**src/rtl/imm_pkg.sv**
```systemverilog
// rtl/imm_pkg.sv - shared types and constants for the pipelined immediate decoder
package imm_pkg;

    localparam int INSTR_W = 32;
    localparam int SEL_W   = 3;

    typedef enum logic [SEL_W-1:0] {
        IMM_I = 3'd0,
        IMM_S = 3'd1,
        IMM_U = 3'd2,
        IMM_Z = 3'd3,
        IMM_J = 3'd4,
        IMM_B = 3'd5
    } imm_sel_e;

endpackage

```
**src/rtl/imm_dec_pipe_if.sv**
```systemverilog
// rtl/imm_dec_pipe_if.sv - instruction-in / immediate-out handshake bundle
interface imm_dec_pipe_if
    import imm_pkg::*;
#(
    parameter int XLEN  = 32,
    parameter int TAG_W = 32
) ();

    logic               in_valid;
    logic               in_ready;
    logic [INSTR_W-1:0] in_instr;
    logic [SEL_W-1:0]   in_sel;
    logic [TAG_W-1:0]   in_tag;

    logic               out_valid;
    logic               out_ready;
    logic [XLEN-1:0]    out_imm;
    logic [TAG_W-1:0]   out_tag;
    logic               out_err;

    modport slave (
        input  in_valid, in_instr, in_sel, in_tag, out_ready,
        output in_ready, out_valid, out_imm, out_tag, out_err
    );

    modport master (
        output in_valid, in_instr, in_sel, in_tag, out_ready,
        input  in_ready, out_valid, out_imm, out_tag, out_err
    );

endinterface

```
**src/rtl/imm_ext_core.sv**
```systemverilog
// rtl/imm_ext_core.sv - combinational immediate extraction for all formats
module imm_ext_core
    import imm_pkg::*;
#(
    parameter int XLEN = 32
) (
    input  logic [INSTR_W-1:0] instr_i,
    input  logic [SEL_W-1:0]   sel_i,
    output logic [XLEN-1:0]    imm_o,
    output logic               err_o
);

    logic [63:0] imm_full;
    logic        s;
    logic        unused_sink;

    assign s = instr_i[31];

    // Every format is built at 64 bits and truncated, so XLEN=32 needs no special case.
    always_comb begin
        imm_full = 64'd0;
        err_o    = 1'b0;
        case (imm_sel_e'(sel_i))
            IMM_I:   imm_full = {{52{s}}, instr_i[31:20]};
            IMM_S:   imm_full = {{52{s}}, instr_i[31:25], instr_i[11:7]};
            IMM_U:   imm_full = {{32{s}}, instr_i[31:12], 12'h000};
            IMM_Z:   imm_full = {59'd0, instr_i[19:15]};
            IMM_J:   imm_full = {{44{s}}, instr_i[19:12], instr_i[20], instr_i[30:21], 1'b0};
            IMM_B:   imm_full = {{52{s}}, instr_i[7], instr_i[30:25], instr_i[11:8], 1'b0};
            default: err_o    = 1'b1;
        endcase
    end

    assign imm_o       = imm_full[XLEN-1:0];
    assign unused_sink = ^{instr_i[6:0], imm_full};

endmodule

```
**src/rtl/imm_dec_pipe.sv**
```systemverilog
// rtl/imm_dec_pipe.sv - registered immediate decoder with one-entry skid buffer
module imm_dec_pipe
    import imm_pkg::*;
#(
    parameter int XLEN  = 32,
    parameter int TAG_W = 32
) (
    input  logic           clk,
    input  logic           rst,
    input  logic           flush,
    imm_dec_pipe_if.slave  bus
);

    if (XLEN != 32 && XLEN != 64) begin : g_xlen_bad
        $error("imm_dec_pipe: XLEN must be 32 or 64");
    end

    typedef struct packed {
        logic [XLEN-1:0]  imm;
        logic             err;
        logic [TAG_W-1:0] tag;
    } imm_entry_t;

    logic [XLEN-1:0] dec_imm;
    logic            dec_err;
    imm_entry_t      in_entry;

    imm_entry_t out_q, out_d;
    imm_entry_t skid_q, skid_d;
    logic       out_valid_q, out_valid_d;
    logic       skid_valid_q, skid_valid_d;
    logic       accept;
    logic       deliver;

    imm_ext_core #(.XLEN(XLEN)) u_core (
        .instr_i (bus.in_instr),
        .sel_i   (bus.in_sel),
        .imm_o   (dec_imm),
        .err_o   (dec_err)
    );

    assign in_entry = '{imm: dec_imm, err: dec_err, tag: bus.in_tag};
    assign accept   = bus.in_valid && !skid_valid_q;
    assign deliver  = out_valid_q && bus.out_ready;

    // A full skid forces in_ready low, so fill and drain of the skid never coincide.
    always_comb begin
        out_d        = out_q;
        out_valid_d  = out_valid_q;
        skid_d       = skid_q;
        skid_valid_d = skid_valid_q;
        if (flush) begin
            out_valid_d  = 1'b0;
            skid_valid_d = 1'b0;
        end else if (!out_valid_q || deliver) begin
            skid_valid_d = 1'b0;
            if (skid_valid_q) begin
                out_d       = skid_q;
                out_valid_d = 1'b1;
            end else begin
                out_valid_d = accept;
                if (accept) begin
                    out_d = in_entry;
                end
            end
        end else if (accept) begin
            skid_d       = in_entry;
            skid_valid_d = 1'b1;
        end
    end

    always_ff @(posedge clk or posedge rst) begin
        if (rst) begin
            out_q        <= '0;
            skid_q       <= '0;
            out_valid_q  <= 1'b0;
            skid_valid_q <= 1'b0;
        end else begin
            out_q        <= out_d;
            skid_q       <= skid_d;
            out_valid_q  <= out_valid_d;
            skid_valid_q <= skid_valid_d;
        end
    end

    assign bus.in_ready  = !skid_valid_q;
    assign bus.out_valid = out_valid_q;
    assign bus.out_imm   = out_q.imm;
    assign bus.out_err   = out_q.err;
    assign bus.out_tag   = out_q.tag;

endmodule

```
**src/flat_wrapper.sv**
```systemverilog
// flat-port wrapper written by rule: the top's interface ports become plain ports
module imm_dec_pipe_flat import imm_pkg::*;
#(
    parameter int XLEN  = 32,
    parameter int TAG_W = 32
)
  (clk, rst, flush, bus_in_valid, bus_in_instr, bus_in_sel, bus_in_tag, bus_out_ready, bus_in_ready, bus_out_valid, bus_out_imm, bus_out_tag, bus_out_err);
  imm_dec_pipe_if #(.XLEN(XLEN), .TAG_W(TAG_W)) bus_i ();
  input  logic clk;
  input  logic rst;
  input  logic flush;
  input wire logic [$bits(bus_i.in_valid)-1:0] bus_in_valid;
  input wire logic [$bits(bus_i.in_instr)-1:0] bus_in_instr;
  input wire logic [$bits(bus_i.in_sel)-1:0] bus_in_sel;
  input wire logic [$bits(bus_i.in_tag)-1:0] bus_in_tag;
  input wire logic [$bits(bus_i.out_ready)-1:0] bus_out_ready;
  output wire logic [$bits(bus_i.in_ready)-1:0] bus_in_ready;
  output wire logic [$bits(bus_i.out_valid)-1:0] bus_out_valid;
  output wire logic [$bits(bus_i.out_imm)-1:0] bus_out_imm;
  output wire logic [$bits(bus_i.out_tag)-1:0] bus_out_tag;
  output wire logic [$bits(bus_i.out_err)-1:0] bus_out_err;
  assign bus_i.in_valid = bus_in_valid;
  assign bus_i.in_instr = bus_in_instr;
  assign bus_i.in_sel = bus_in_sel;
  assign bus_i.in_tag = bus_in_tag;
  assign bus_i.out_ready = bus_out_ready;
  assign bus_in_ready = bus_i.in_ready;
  assign bus_out_valid = bus_i.out_valid;
  assign bus_out_imm = bus_i.out_imm;
  assign bus_out_tag = bus_i.out_tag;
  assign bus_out_err = bus_i.out_err;
  imm_dec_pipe #(.XLEN(XLEN), .TAG_W(TAG_W)) u_core (.clk(clk), .rst(rst), .flush(flush), .bus(bus_i));
endmodule
```
**config.mk**
```make
export PLATFORM = sky130hd
export DESIGN_NAME = imm_dec_pipe_flat
export DESIGN_NICKNAME = d
export VERILOG_FILES = /design/src/rtl/imm_pkg.sv /design/src/rtl/imm_dec_pipe_if.sv /design/src/rtl/imm_ext_core.sv /design/src/rtl/imm_dec_pipe.sv /design/src/flat_wrapper.sv
export SDC_FILE = /design/constraint.sdc
export NUM_CORES = 1
export LEC_CHECK = 0
export BUFFER_PORTS_ARGS = -buffer_cell sky130_fd_sc_hd__buf_2
export CORE_UTILIZATION = 45
export DETAILED_ROUTE_END_ITERATION = 6
export GPL_TIMING_DRIVEN = 1
export HOLD_SLACK_MARGIN = 0.06
export PLACE_DENSITY = 0.8
export SLEW_MARGIN = 0
export SYNTH_ARGS = -nofsm -noshare
export SYNTH_HDL_FRONTEND = slang
export SYNTH_SLANG_ARGS = --single-unit
```
**constraint.sdc**
```tcl
create_clock -name clk -period 3.85 [get_ports clk]
set_input_delay 0 -clock clk [delete_from_list [all_inputs] [get_ports clk]]
set_output_delay 0 -clock clk [all_outputs]
set_load 0.1 [all_outputs]
```
==> impl_metrics.yaml <==
floorplanning:
  std_cell_rows: 41
  chipHeight_um: 116
  io_pins: 139
  dieArea_sq_um: 13400
  core_area_sq_um: 12600
  fp.dieW_um: 116
  start_util_pct: 46.0
placement:
  portBuffers: 131
  gp_congestion: 0.812
  dp_hpwl_um: 8790
  dpl_cell_area_sq_um: 6560
  pre_cts_ws_ns: 1.47
logic_synthesis:
  synth_fa_ha_area_share_pct: 0
  yosysUniqueCellTypes: 32
  synth.area.mux_share_pct: 6.05
  synth_warnings: 0
  synth.avg_cell_area_sq_um: 9.07
  syn-cell-area_sq_um: 5810
  synth_edf_count: 0
  synth_top_cell_by_area: "dfrtp_1"
  yosysSeqAreaShare_pct: 56.9
  synthFlopType: "dfrtp_1"
  synth_top_family_by_area: "simple AND/OR/NAND/NOR gates"
  synth-compound-area-share_pct: 12.5
  synthMostInstantiatedCell: "nand2_1"
  synthTopCellsByCount: "213 x nand2_1, 132 x dfrtp_1, 84 x o21ai_0"
  synth_top_area_share_pct: 56.9
  synth_fp_nets: 712
  synth_xor_xnor_area_share_pct: 0.151
  synth.area.top_cells: "dfrtp_1 57%, nand2_1 14%, o21ai_0 7.2%"
  synth-seq-cells: 132
  async_flop_share_pct: 100
  synthCells: 640
  synth-simple-area-share_pct: 20.7
cts:
  clk_pin_slew_ns: 0.05
  cts_max_path_buffers: 2
  numCtsBuffers: 17
  clockRootBuffer: "clkbuf_16"
  htree_levels: 4
  post_cts_buffers: 0
  cts_tree: "yes"
  clk-insertion-delay-late_ns: 0.41
  cts.sinks: 132
timing:
  fin_tns_setup_ns: 0
  slew_headroom_pct: 21.0
  tightest_slew_ns: 1.18
  fin_crit_ns: 2.68
  max_freq_mhz: 373
  setup_ws_ns: 1.17
  setup_viol: 0
  finalCritPeriodShare_pct: 69.6
  finClkSkew_ns: 0.00863
  rsz0062_at_grt: "false"
  hold_viol: 0
  slew_violations: 0
run:
  maxCapViolCount: 0
min_path:
  hold_path_class: "input pin to flip-flop"
  hold_path_depth: 3
worst_setup_path:
  crit_buf_inv: 4
  crit_type: "flip-flop to output port"
  cp_top_family: "buffers and inverters"
  startpoint_type: "flip-flop"
  path_depth: 4
  cp.required_ns: 3.85
  end_kind: "output port"
  cpMostUsedCell: "buf_4"
  slowest_delay_ns: 0.67
  cp.arrival_ns: 2.68
  worst-r2r-cell-count: 5
  slowest_stage: "buf_4"
  crit_fanout: 57
  path_cells: "buf_4, clkinv_1, buf_4, buf_2"
layout:
  final_layout_size_suffix_gt1_share_pct: 22.4
  antenna_cells: 0
  nets: 889
  utilization_pct: 61.6
  syn2layout_area_growth_pct: 33.8
  fillers: 1073
  design_area_sq_um: 7770
global_route:
  overflow: 0
  antenna_found_initial: 0
  grt_max_degree: 77
  grt_pass1_vias: 5023
  grt.total_usage_pct: 23.6
  grt_pass1_wl_um: 24300
route:
  via_count: 5182
  drtIter0Drc: 437
  routed_via_density: 5.17
  route.detailed.drc: 0
  ant_nets: 0
  first_pass_iters: 5
  routedWlPerCell_um: 14.9
  wl_um: 15000
outcome:
  status: "finished, final reports clean"
power_and_ir_drop:
  power_mw: 4.75
  leakage_nw: 3.76
  max-vdd-ir-drop_uv: 349
  power_density_nw_per_um2: 612
-- cell usage in the layout, fill, tap and decap left out, types with 2 or more instances in the layout --
master,netlist,layout
a221oi_1,8,8
nand2b_1,7,7
dlygate4sd3_1,0,63
clkinv_4,0,2
clkinvlp_4,0,4
buf_4,0,9
mux2i_1,34,34
nor3_4,1,2
o21ai_1,4,4
clkbuf_16,0,17
dfrtp_1,132,131
nand4b_1,4,4
bufinv_16,0,2
nand3b_1,4,4
or3b_2,4,4
o21ai_0,84,84
nand3_1,7,6
a21oi_1,38,38
clkinv_2,0,6
nor2b_1,2,2
nor2_1,37,37
buf_2,19,131
nand2_1,213,213
-- worst register-to-register path, stage by stage (launching register included) --
cell      delay, ns
dfrtp_2        0.35
buf_4          0.67
clkinv_1       0.59
buf_4          0.36
o21ai_0        0.23
o21ai_0        0.16
-- per-layer routing --
| layer | global-route usage, % | vias up | routed length [um] | share of wire, % |
|---|---|---|---|---|
| li1 | - | 2487 | - | - |
| met1 | 30.5 | 2425 | 6440 | 43 |
| met2 | 36.5 | 223 | 7050 | 47 |
| met3 | 5.28 | 47 | 884 | 5.9 |
| met4 | 14.4 | 0 | 592 | 4.0 |
| met5 | 0 | - | 0 | 0 |
-- state kept, by name (all words and copies together), names as in the netlist --
register / cells
u_core.bus.out_tag: 32
u_core.skid_valid_q: 1
u_core.skid_q: 65
u_core.bus.out_err: 1
u_core.bus.out_valid: 1
u_core.bus.out_imm: 32
-- worst paths after layout --
kind                                  startpoint                endpoint  slack [ns]
max in group asynchronous                    rst       u_core.skid_q[53]        2.70
min reg2reg                u_core.bus.out_imm[7]   u_core.bus.out_imm[7]        0.46
max reg2reg                  u_core.skid_valid_q  u_core.bus.out_imm[26]        1.36
min                                bus_in_sel[1]       u_core.skid_q[32]        0.09
max                          u_core.skid_valid_q            bus_in_ready        1.17
min in group asynchronous                    rst       u_core.skid_q[13]        0.24
-- where the power goes --
part / internal, mW / total, mW / switching [mW]
clock: 0.962 / 1.56 / 0.600
sequential: 1.64 / 1.78 / 0.134
combinational: 0.280 / 1.41 / 1.13
-- cell type report --
class,count,area [sq um],share of cell area [%]
clock buffer,18,439,5.65
clock inverter,14,138,1.77
inverter,3,16.3,0.209
multi-input combinational,460,2300,29.6
sequential,132,3300,42.5
tap,172,215,2.77
timing repair buffer,203,1350,17.4
-- stage by stage --
| step | hold slack, ns | instances |
|---|---|---|
| floorplan | 0.0631 | 640 |
| global placement | 0.163 | 907 |
| detailed placement | 0.170 | 907 |
| CTS | 0.0626 | 1002 |
| global route | 0.0891 | 1002 |
| finish | 0.0921 | 1002 |
-- logic make-up after synthesis --
family	count (synthesis)
compound gates	137
xor+xnor	1
buf+inv	48
flops	132
mux	35
simple gates	287
-- what timing repair did --
| item | CTS | global route |
|---|---|---|
| endpoints found under the hold margin | 199 | 0 |
| endpoints found under the setup margin | 0 | 0 |
| resized for setup | 0 | 0 |
| hold buffers | 63 | 0 |
Note: power is estimated with default switching activity, not from simulation.
